### src/rtl/signed_seq_multiplier_if.sv
// Handshake and operand bundle for signed_seq_multiplier.
// master: the requester driving operands and Start.
// slave:  the multiplier returning Busy, Done and Result.
interface signed_seq_multiplier_if #(
  parameter int WIDTH = 4
);
  logic               Start;
  logic [1:0]         sel;
  logic [WIDTH-1:0]   A;
  logic [WIDTH-1:0]   B;
  logic               s0;
  logic               s1;
  logic               Busy;
  logic               Done;
  logic [2*WIDTH:0]   Result;

  modport master (
    output Start, sel, A, B, s0, s1,
    input  Busy, Done, Result
  );

  modport slave (
    input  Start, sel, A, B, s0, s1,
    output Busy, Done, Result
  );
endinterface

### src/rtl/signed_seq_multiplier.sv
// Sequential sign-magnitude multiplier (shift-and-add, one step per cycle).
// Operands arrive as unsigned magnitudes plus separate sign bits. The product
// is returned as {sign, magnitude[2*WIDTH-1:0]}; a zero product is never negative.
// FSM: IDLE -> CALC (WIDTH steps) -> DONE (one cycle, Done pulse) -> IDLE.
// Optional macro EARLY_TERM_EN: leave CALC as soon as the remaining multiplier
// bits are all zero (at least one CALC step is always taken).
module signed_seq_multiplier #(
  parameter int WIDTH = 4
) (
  input  logic                     Clk,
  input  logic                     Reset,
  signed_seq_multiplier_if.slave   bus
);

  localparam int CW = $clog2(WIDTH + 1);
  localparam logic [CW-1:0] LAST_CNT = CW'(WIDTH - 1);

  typedef enum logic [1:0] {
    ST_IDLE = 2'b00,
    ST_CALC = 2'b01,
    ST_DONE = 2'b10
  } state_t;

  state_t                  state_r;
  state_t                  next_state_s;
  logic                    accept_s;
  logic                    last_step_s;

  logic [2*WIDTH-1:0]      mcand_r;
  logic [WIDTH-1:0]        mplier_r;
  logic [2*WIDTH-1:0]      acc_r;
  logic [CW-1:0]           cnt_r;
  logic                    s0_r;
  logic                    s1_r;
  logic                    busy_r;
  logic                    done_r;
  logic [2*WIDTH:0]        result_r;

  // Pack magnitude with its sign; a zero magnitude always carries sign 0.
  function automatic logic [2*WIDTH:0] pack_result(
    input logic               sign_a,
    input logic               sign_b,
    input logic [2*WIDTH-1:0] mag
  );
    logic sign_v;
    sign_v = (sign_a ^ sign_b) & (|mag);
    return {sign_v, mag};
  endfunction

  // State register; Reset wins over any request in the same cycle.
  always_ff @(posedge Clk) begin
    if (Reset) begin
      state_r <= ST_IDLE;
    end else begin
      state_r <= next_state_s;
    end
  end

  // Next-state decode, accept qualification and CALC exit condition.
  always_comb begin
    next_state_s = state_r;
    accept_s     = 1'b0;
    last_step_s  = 1'b0;
`ifdef EARLY_TERM_EN
    if ((cnt_r == LAST_CNT) || (mplier_r[WIDTH-1:1] == {(WIDTH-1){1'b0}})) begin
      last_step_s = 1'b1;
    end else begin
      last_step_s = 1'b0;
    end
`else
    if (cnt_r == LAST_CNT) begin
      last_step_s = 1'b1;
    end else begin
      last_step_s = 1'b0;
    end
`endif
    case (state_r)
      ST_IDLE: begin
        if (bus.Start && (bus.sel == 2'b01)) begin
          accept_s     = 1'b1;
          next_state_s = ST_CALC;
        end else begin
          next_state_s = ST_IDLE;
        end
      end
      ST_CALC: begin
        if (last_step_s) begin
          next_state_s = ST_DONE;
        end else begin
          next_state_s = ST_CALC;
        end
      end
      ST_DONE: begin
        next_state_s = ST_IDLE;
      end
      default: begin
        next_state_s = ST_IDLE;
      end
    endcase
  end

  // Datapath: operand latch, shift-and-add step, and registered outputs.
  always_ff @(posedge Clk) begin
    if (Reset) begin
      mcand_r  <= {(2*WIDTH){1'b0}};
      mplier_r <= {WIDTH{1'b0}};
      acc_r    <= {(2*WIDTH){1'b0}};
      cnt_r    <= {CW{1'b0}};
      s0_r     <= 1'b0;
      s1_r     <= 1'b0;
      busy_r   <= 1'b0;
      done_r   <= 1'b0;
      result_r <= {(2*WIDTH+1){1'b0}};
    end else begin
      case (state_r)
        ST_IDLE: begin
          done_r <= 1'b0;
          if (accept_s) begin
            mcand_r  <= {{WIDTH{1'b0}}, bus.A};
            mplier_r <= bus.B;
            s0_r     <= bus.s0;
            s1_r     <= bus.s1;
            acc_r    <= {(2*WIDTH){1'b0}};
            cnt_r    <= {CW{1'b0}};
            busy_r   <= 1'b1;
          end else begin
            busy_r   <= 1'b0;
          end
        end
        ST_CALC: begin
          done_r <= 1'b0;
          if (mplier_r[0]) begin
            acc_r <= acc_r + mcand_r;
          end else begin
            acc_r <= acc_r;
          end
          mcand_r  <= {mcand_r[2*WIDTH-2:0], 1'b0};
          mplier_r <= {1'b0, mplier_r[WIDTH-1:1]};
          cnt_r    <= cnt_r + CW'(1);
          if (last_step_s) begin
            busy_r <= 1'b0;
          end else begin
            busy_r <= 1'b1;
          end
        end
        ST_DONE: begin
          busy_r   <= 1'b0;
          done_r   <= 1'b1;
          result_r <= pack_result(s0_r, s1_r, acc_r);
        end
        default: begin
          busy_r <= 1'b0;
          done_r <= 1'b0;
        end
      endcase
    end
  end

  assign bus.Busy   = busy_r;
  assign bus.Done   = done_r;
  assign bus.Result = result_r;

endmodule

### src/flat_wrapper.sv
// flat-port wrapper written by rule: the top's interface ports become plain ports
module signed_seq_multiplier_flat 
#(
  parameter int WIDTH = 4
)
  (Clk, Reset, bus_Start, bus_sel, bus_A, bus_B, bus_s0, bus_s1, bus_Busy, bus_Done, bus_Result);
  signed_seq_multiplier_if #(.WIDTH(WIDTH)) bus_i ();
  input  logic Clk;
  input  logic Reset;
  input wire logic [$bits(bus_i.Start)-1:0] bus_Start;
  input wire logic [$bits(bus_i.sel)-1:0] bus_sel;
  input wire logic [$bits(bus_i.A)-1:0] bus_A;
  input wire logic [$bits(bus_i.B)-1:0] bus_B;
  input wire logic [$bits(bus_i.s0)-1:0] bus_s0;
  input wire logic [$bits(bus_i.s1)-1:0] bus_s1;
  output wire logic [$bits(bus_i.Busy)-1:0] bus_Busy;
  output wire logic [$bits(bus_i.Done)-1:0] bus_Done;
  output wire logic [$bits(bus_i.Result)-1:0] bus_Result;
  assign bus_i.Start = bus_Start;
  assign bus_i.sel = bus_sel;
  assign bus_i.A = bus_A;
  assign bus_i.B = bus_B;
  assign bus_i.s0 = bus_s0;
  assign bus_i.s1 = bus_s1;
  assign bus_Busy = bus_i.Busy;
  assign bus_Done = bus_i.Done;
  assign bus_Result = bus_i.Result;
  signed_seq_multiplier #(.WIDTH(WIDTH)) u_core (.Clk(Clk), .Reset(Reset), .bus(bus_i));
endmodule
### config.mk
export PLATFORM = sky130hd
export DESIGN_NAME = signed_seq_multiplier_flat
export DESIGN_NICKNAME = d
export VERILOG_FILES = /design/src/rtl/signed_seq_multiplier_if.sv /design/src/rtl/signed_seq_multiplier.sv /design/src/flat_wrapper.sv
export SDC_FILE = /design/constraint.sdc
export NUM_CORES = 1
export LEC_CHECK = 0
export ABC_AREA = 1
export CAP_MARGIN = 10
export CORE_UTILIZATION = 57
export DETAILED_ROUTE_END_ITERATION = 12
export GPL_TIMING_DRIVEN = 0
export PLACE_DENSITY = 0.82
export RECOVER_POWER = 50
export SLEW_MARGIN = 15
export SYNTH_ARGS = -nofsm -noshare
export SYNTH_HDL_FRONTEND = slang
export SYNTH_SLANG_ARGS = --single-unit
### constraint.sdc
create_clock -name Clk -period 3.5 [get_ports Clk]
set_clock_uncertainty 0.05 [all_clocks]
set_input_delay 0.525 -clock Clk [delete_from_list [all_inputs] [get_ports Clk]]
set_output_delay 0.525 -clock Clk [all_outputs]
set_load 0.05 [all_outputs]
# --- After elaboration in Yosys (flattened, before gate mapping) ---
# Index checks and enable logic that the tools add are counted.
totals:
  register_bits: 38
  latch_bits: 0
  ramBits: 0
  rom_bits: 0
  input_bits: 15
  output_inout_bits: 11
  wordCells: 46
  mem_count: 0
op_classes:
  n_addsub: 2
  n_mul: 0
  n_div: 0
  magnitude_cmp: 0
  n_eq_ne: 6
  shifts: 0
  mux: 19
  bitwise: 2
  n_reduce_logical: 7
op_table:
  columns: ["cell", "n"]
  rows:
  - ["$pmux 8 s2", 2]
  - ["$mux 8", 3]
  - ["$add 8x8->8", 1]
  - ["$pmux 4 s2", 1]
  - ["$reduce_or 8->1", 1]
  - ["$mux 1", 7]
  - ["$pmux 3 s2", 1]
  - ["$eq 2x1->1 const B", 2]
  - ["$mux 4", 1]
  - ["$ne 2x1->1 const B", 2]
  - ["$pmux 2 s2", 1]
  - ["$reduce_and 2->1", 2]
  - ["$add 3x1->3 const B", 1]
  - ["$eq 3x2->1 const B", 1]
  - ["$mux 3", 1]
  - ["$reduce_and 3->1", 1]
  - ["$eq 2x2->1 const B", 1]
  - ["$logic_not 2->1", 1]
  - ["$mux 2", 1]
  - ["$pmux 1 s2", 1]
  - ["$reduce_bool 2->1", 1]
  - ["$and 1x1->1", 1]
  - ["$logic_and 1x1->1", 1]
  - ["$xor 1x1->1", 1]

# --- Depth between registers and ports, before layout ---
logic_depth:
  word_depth: 6
  ltp_mapped: 9
  mapped_depth_nobuf: 9

# --- Worst setup path after synthesis ---
# OpenSTA, ideal clock, no wires.
synth_path:
  kind: "flip-flop to flip-flop"
  from: "register u_core.acc_r[0]"
  to: "register u_core.acc_r[6]"
  setup_time_ps: 132
  t_arrival_ps: 1351
  required_ps: 3318
  slack_ps: 1967
  stages_incl_launch_ff: 9
  n_path_buf: 0
  synth_period_minus_slack_ps: 1533
  cell_sequence: "dfxtp_1 -> ha_1 -> fa_1 -> nand2_1 -> nand2_1 -> nand3b_1 -> nand3b_1 -> nand3_1 -> a21oi_1"
synth_between:
  elab_chain_cells: 3
synth_lines:
  columns: ["item", "line_no", "source"]
  rows:
  - ["from (decl)", "signed_seq_multiplier.sv:31", "logic [2*WIDTH-1:0] acc_r;"]
  - ["from (signal assigned)", "signed_seq_multiplier.sv:107", "acc_r <= {(2*WIDTH){1'b0}};"]
  - ["from (signal assigned)", "signed_seq_multiplier.sv:123", "acc_r <= {(2*WIDTH){1'b0}};"]
  - ["from (signal assigned)", "signed_seq_multiplier.sv:133", "acc_r <= acc_r + mcand_r;"]
  - ["$add 8x8->8", "signed_seq_multiplier.sv:133", null]
  - ["$mux 8", "signed_seq_multiplier.sv:132", "if (mplier_r[0]) begin"]
  - ["$pmux 8 s2", "signed_seq_multiplier.sv:115", "case (state_r)"]
# Every way passes these cells. The select of a mux whose other input is x is not followed.
# A chain may end at the register's enable or synchronous reset.

# --- Worst setup path after layout ---
layout_path:
  from: "register u_core.result_r[1], in the netlist u_core.bus.Result[1]"
  to: "output port bus_Result[1]"
layout_rtl:
  columns: ["item", "line_no", "source"]
  rows:
  - ["from (decl)", "signed_seq_multiplier.sv:37", "logic [2*WIDTH:0] result_r;"]
  - ["from (signal assigned)", "signed_seq_multiplier.sv:113", "result_r <= {(2*WIDTH+1){1'b0}};"]
  - ["from (signal assigned)", "signed_seq_multiplier.sv:149", "result_r <= pack_result(s0_r, s1_r, acc_r);"]
  - ["to (decl)", "flat_wrapper.sv:18", "output wire logic [$bits(bus_i.Result)-1:0] bus_Result;"]
# No word-level cell between the ends.

==> results.ini <==
[cts]
clock_latency_ns = 0.35
cts.path.max_buffers = 2
clkTransAtPathRegs_ns = 0.13
cts-resized-gates = 0
cts_hold_buf = 0
post_cts_buffers = 0
cts_sinks = 38
cts.htree.levels = 2
cts_tree = built
cts_root_buf = clkbuf_4
cts_buffers = 5

[synthesis]
synth-seq-cells = 38
synth_edf_count = 0
ys_warn_count = 0
syn_area_um2 = 1770
async_reset_ff_share_pct = 0
yosysSeqAreaShare_pct = 42.9
yosys.cell_types.count = 29
synthCells = 232
syn_avg_cell_area_um2 = 7.64
synth_nets = 257
synth_flop_cell = dfxtp_1

[power]
clockPowerShare_pct = 36.7
power_leakage_nw = 0.906
vdd_drop_max_mv = 0.376
combPwrFrac_pct = 9.2
seq_power_share_pct = 54.1
p_int_mw = 0.627
p_per_area_nw_per_um2 = 395
swShare_pct = 24.8
power_switching_mw = 0.207

[layout]
regArea_um2 = 761
final_common_cell = nand2_1
syn_to_final_growth_pct = 19.2
diodes = 0
fill_cells = 247
multiInputGateArea_um2 = 853
final_nets = 289
fin_cells = 296
layout_common_cells = nand2_1 (57), dfxtp_1 (38), a21oi_1 (26)
utilization_pct = 74.1
drive_above_1_share_pct = 7.17

[min_path]
holdPathStages = 2
hold_path.class = flop to flop
worstHoldStart = u_core.mplier_r[3]
hold_end = u_core.mplier_r[3]

[floorplan]
dieArea_um2 = 3340
die_x_um = 57.8
boundaryPins = 26
die_y_um = 57.8
start_util_pct = 62.1
num_rows = 19
coreArea_um2 = 2850

[global_route]
antenna_found_initial = 0
grt_pass1_wl_um = 6270
grt-ovfl-total = 0
grt_max_degree = 14
grt_pass1_vias = 1489
grtUsageTotal_pct = 24.8

[timing]
max_freq_mhz = 477
finalCritPeriodShare_pct = 59.9
fin_setup_tns_ns = 0
setup_violations = 0
rsz0062_at_grt = false
slew_headroom_pct = 64.4
drv_slew = 0
hold_violations = 0
fin_crit_ns = 2.10
finalWorstSetupSlack_ns = 1.40
worst_slew_pin_slew_ns = 0.534

[placed_design]
gp_congestion = 0.884
io_buffer_count = 25
dp_slack_ns = 1.30
place_inst = 288
dp_hpwl_um = 2710

[critical_path]
cp_num_buf_inv = 1
reg2reg_depth = 8
slowest_delay_ns = 0.80
crit_type = flop to output port
crit_required_ns = 2.92
r2r-start = u_core.acc_r[0]
critPathMaxFanout = 2
critPathTopFamily = buffers and inverters
cp_data_arrival_time_ns = 1.52
r2r_setup_slack_ns = 1.78
r2r-end = u_core.acc_r[6]
crit_chain = clkdlybuf4s50_1
end_kind = output port
start_kind = flop
cpMaxStageDelayCell = clkdlybuf4s50_1

[detailed_routing]
drtAntennaViolNets = 0
vias = 1571
drtIter0Drc = 84
route.detailed.drc = 0
dr.pass1.iters = 4
wire_per_inst_um = 12.1
wl_um = 3580
post_drt_via_cell_ratio = 5.31

[run_status]
outcome = finished clean

[flow_run]
drv_cap = 0

## power groups by stage
stage	Sequential, mW	Clock [mW]	Combinational (mW)
floorplan	0.461	0	0.0497
global placement	0.461	0	0.0795
detailed placement	0.461	0	0.0817
CTS	0.451	0.308	0.0819
global route	0.453	0.330	0.0854
finish	0.451	0.306	0.0767
## synthesized netlist by cell type (2+ instances only)
cell type,n,area [um2]
nand2_1,55,206
dfxtp_1,38,761
a21oi_1,26,130
nor2_1,21,78.8
inv_1,19,71.3
o21ai_0,19,95.1
ha_1,9,113
nand3_1,8,40.0
a31oi_1,5,31.3
nand2_2,4,25.0
buf_6,3,33.8
clkbuf_1,3,11.3
nand3b_1,3,22.5
xor2_1,3,26.3
nor4_1,2,12.5
## layer usage
layer	vias to the layer above	GRT usage (%)	part of all wire, %
li1	828	-	-
met1	703	28.3	46
met2	31	44.5	49
met3	9	6.03	3.6
met4	0	10.2	2.2
met5	-	0	0
## layout make-up
type / instances / area share [%]
clock inverter: 3 / 2.13
sequential: 38 / 36.0
inverter: 22 / 4.09
buffer: 7 / 1.95
timing repair buffer: 25 / 11.8
clock buffer: 5 / 1.78
multi-input combinational: 165 / 40.4
tap: 31 / 1.84
## metrics by stage
stage / power, mW / area, um2 / hold WS (ns)
after CTS: 0.841 / 2140 / 0.424
after global routing: 0.868 / 2110 / 0.468
after detailed placement: 0.543 / 2060 / 0.409
final: 0.834 / 2110 / 0.427
after global placement: 0.540 / 2060 / 0.400
after floorplan: 0.511 / 1770 / 0.382
## cells by family after synthesis
group           count (synthesis)  synth area share [%]
compound gates                 52                  15.1
xor+xnor                        3                  1.48
fa+ha+maj                      10                  7.48
buf+inv                        29                  7.69
flops                          38                  42.9
simple gates                  100                  25.3
## worst max-delay path by stage
stage / startpoint / to / slack [ns] / cells past startpoint
2_1_floorplan: u_core.acc_r[0] / u_core.acc_r[6] / 1.97 / 8
3_3_place_gp: Reset / u_core.cnt_r[2] / 1.32 / 4
3_5_place_dp: Reset / u_core.cnt_r[2] / 1.30 / 4
4_1_cts: u_core.bus.Result[1] / bus_Result[1] / 1.40 / 1
5_1_grt: u_core.bus.Result[1] / bus_Result[1] / 1.36 / 1
6_report: u_core.bus.Result[1] / bus_Result[1] / 1.40 / 1
## sequential cells by signal (all words and copies together) (netlist names), 2 cells and up
register,flops
u_core.state_r,2
u_core.bus.Result,9
u_core.mcand_r,8
u_core.cnt_r,3
u_core.mplier_r,4
u_core.acc_r,8
No activity file was read; power rests on OpenSTA's default activity.
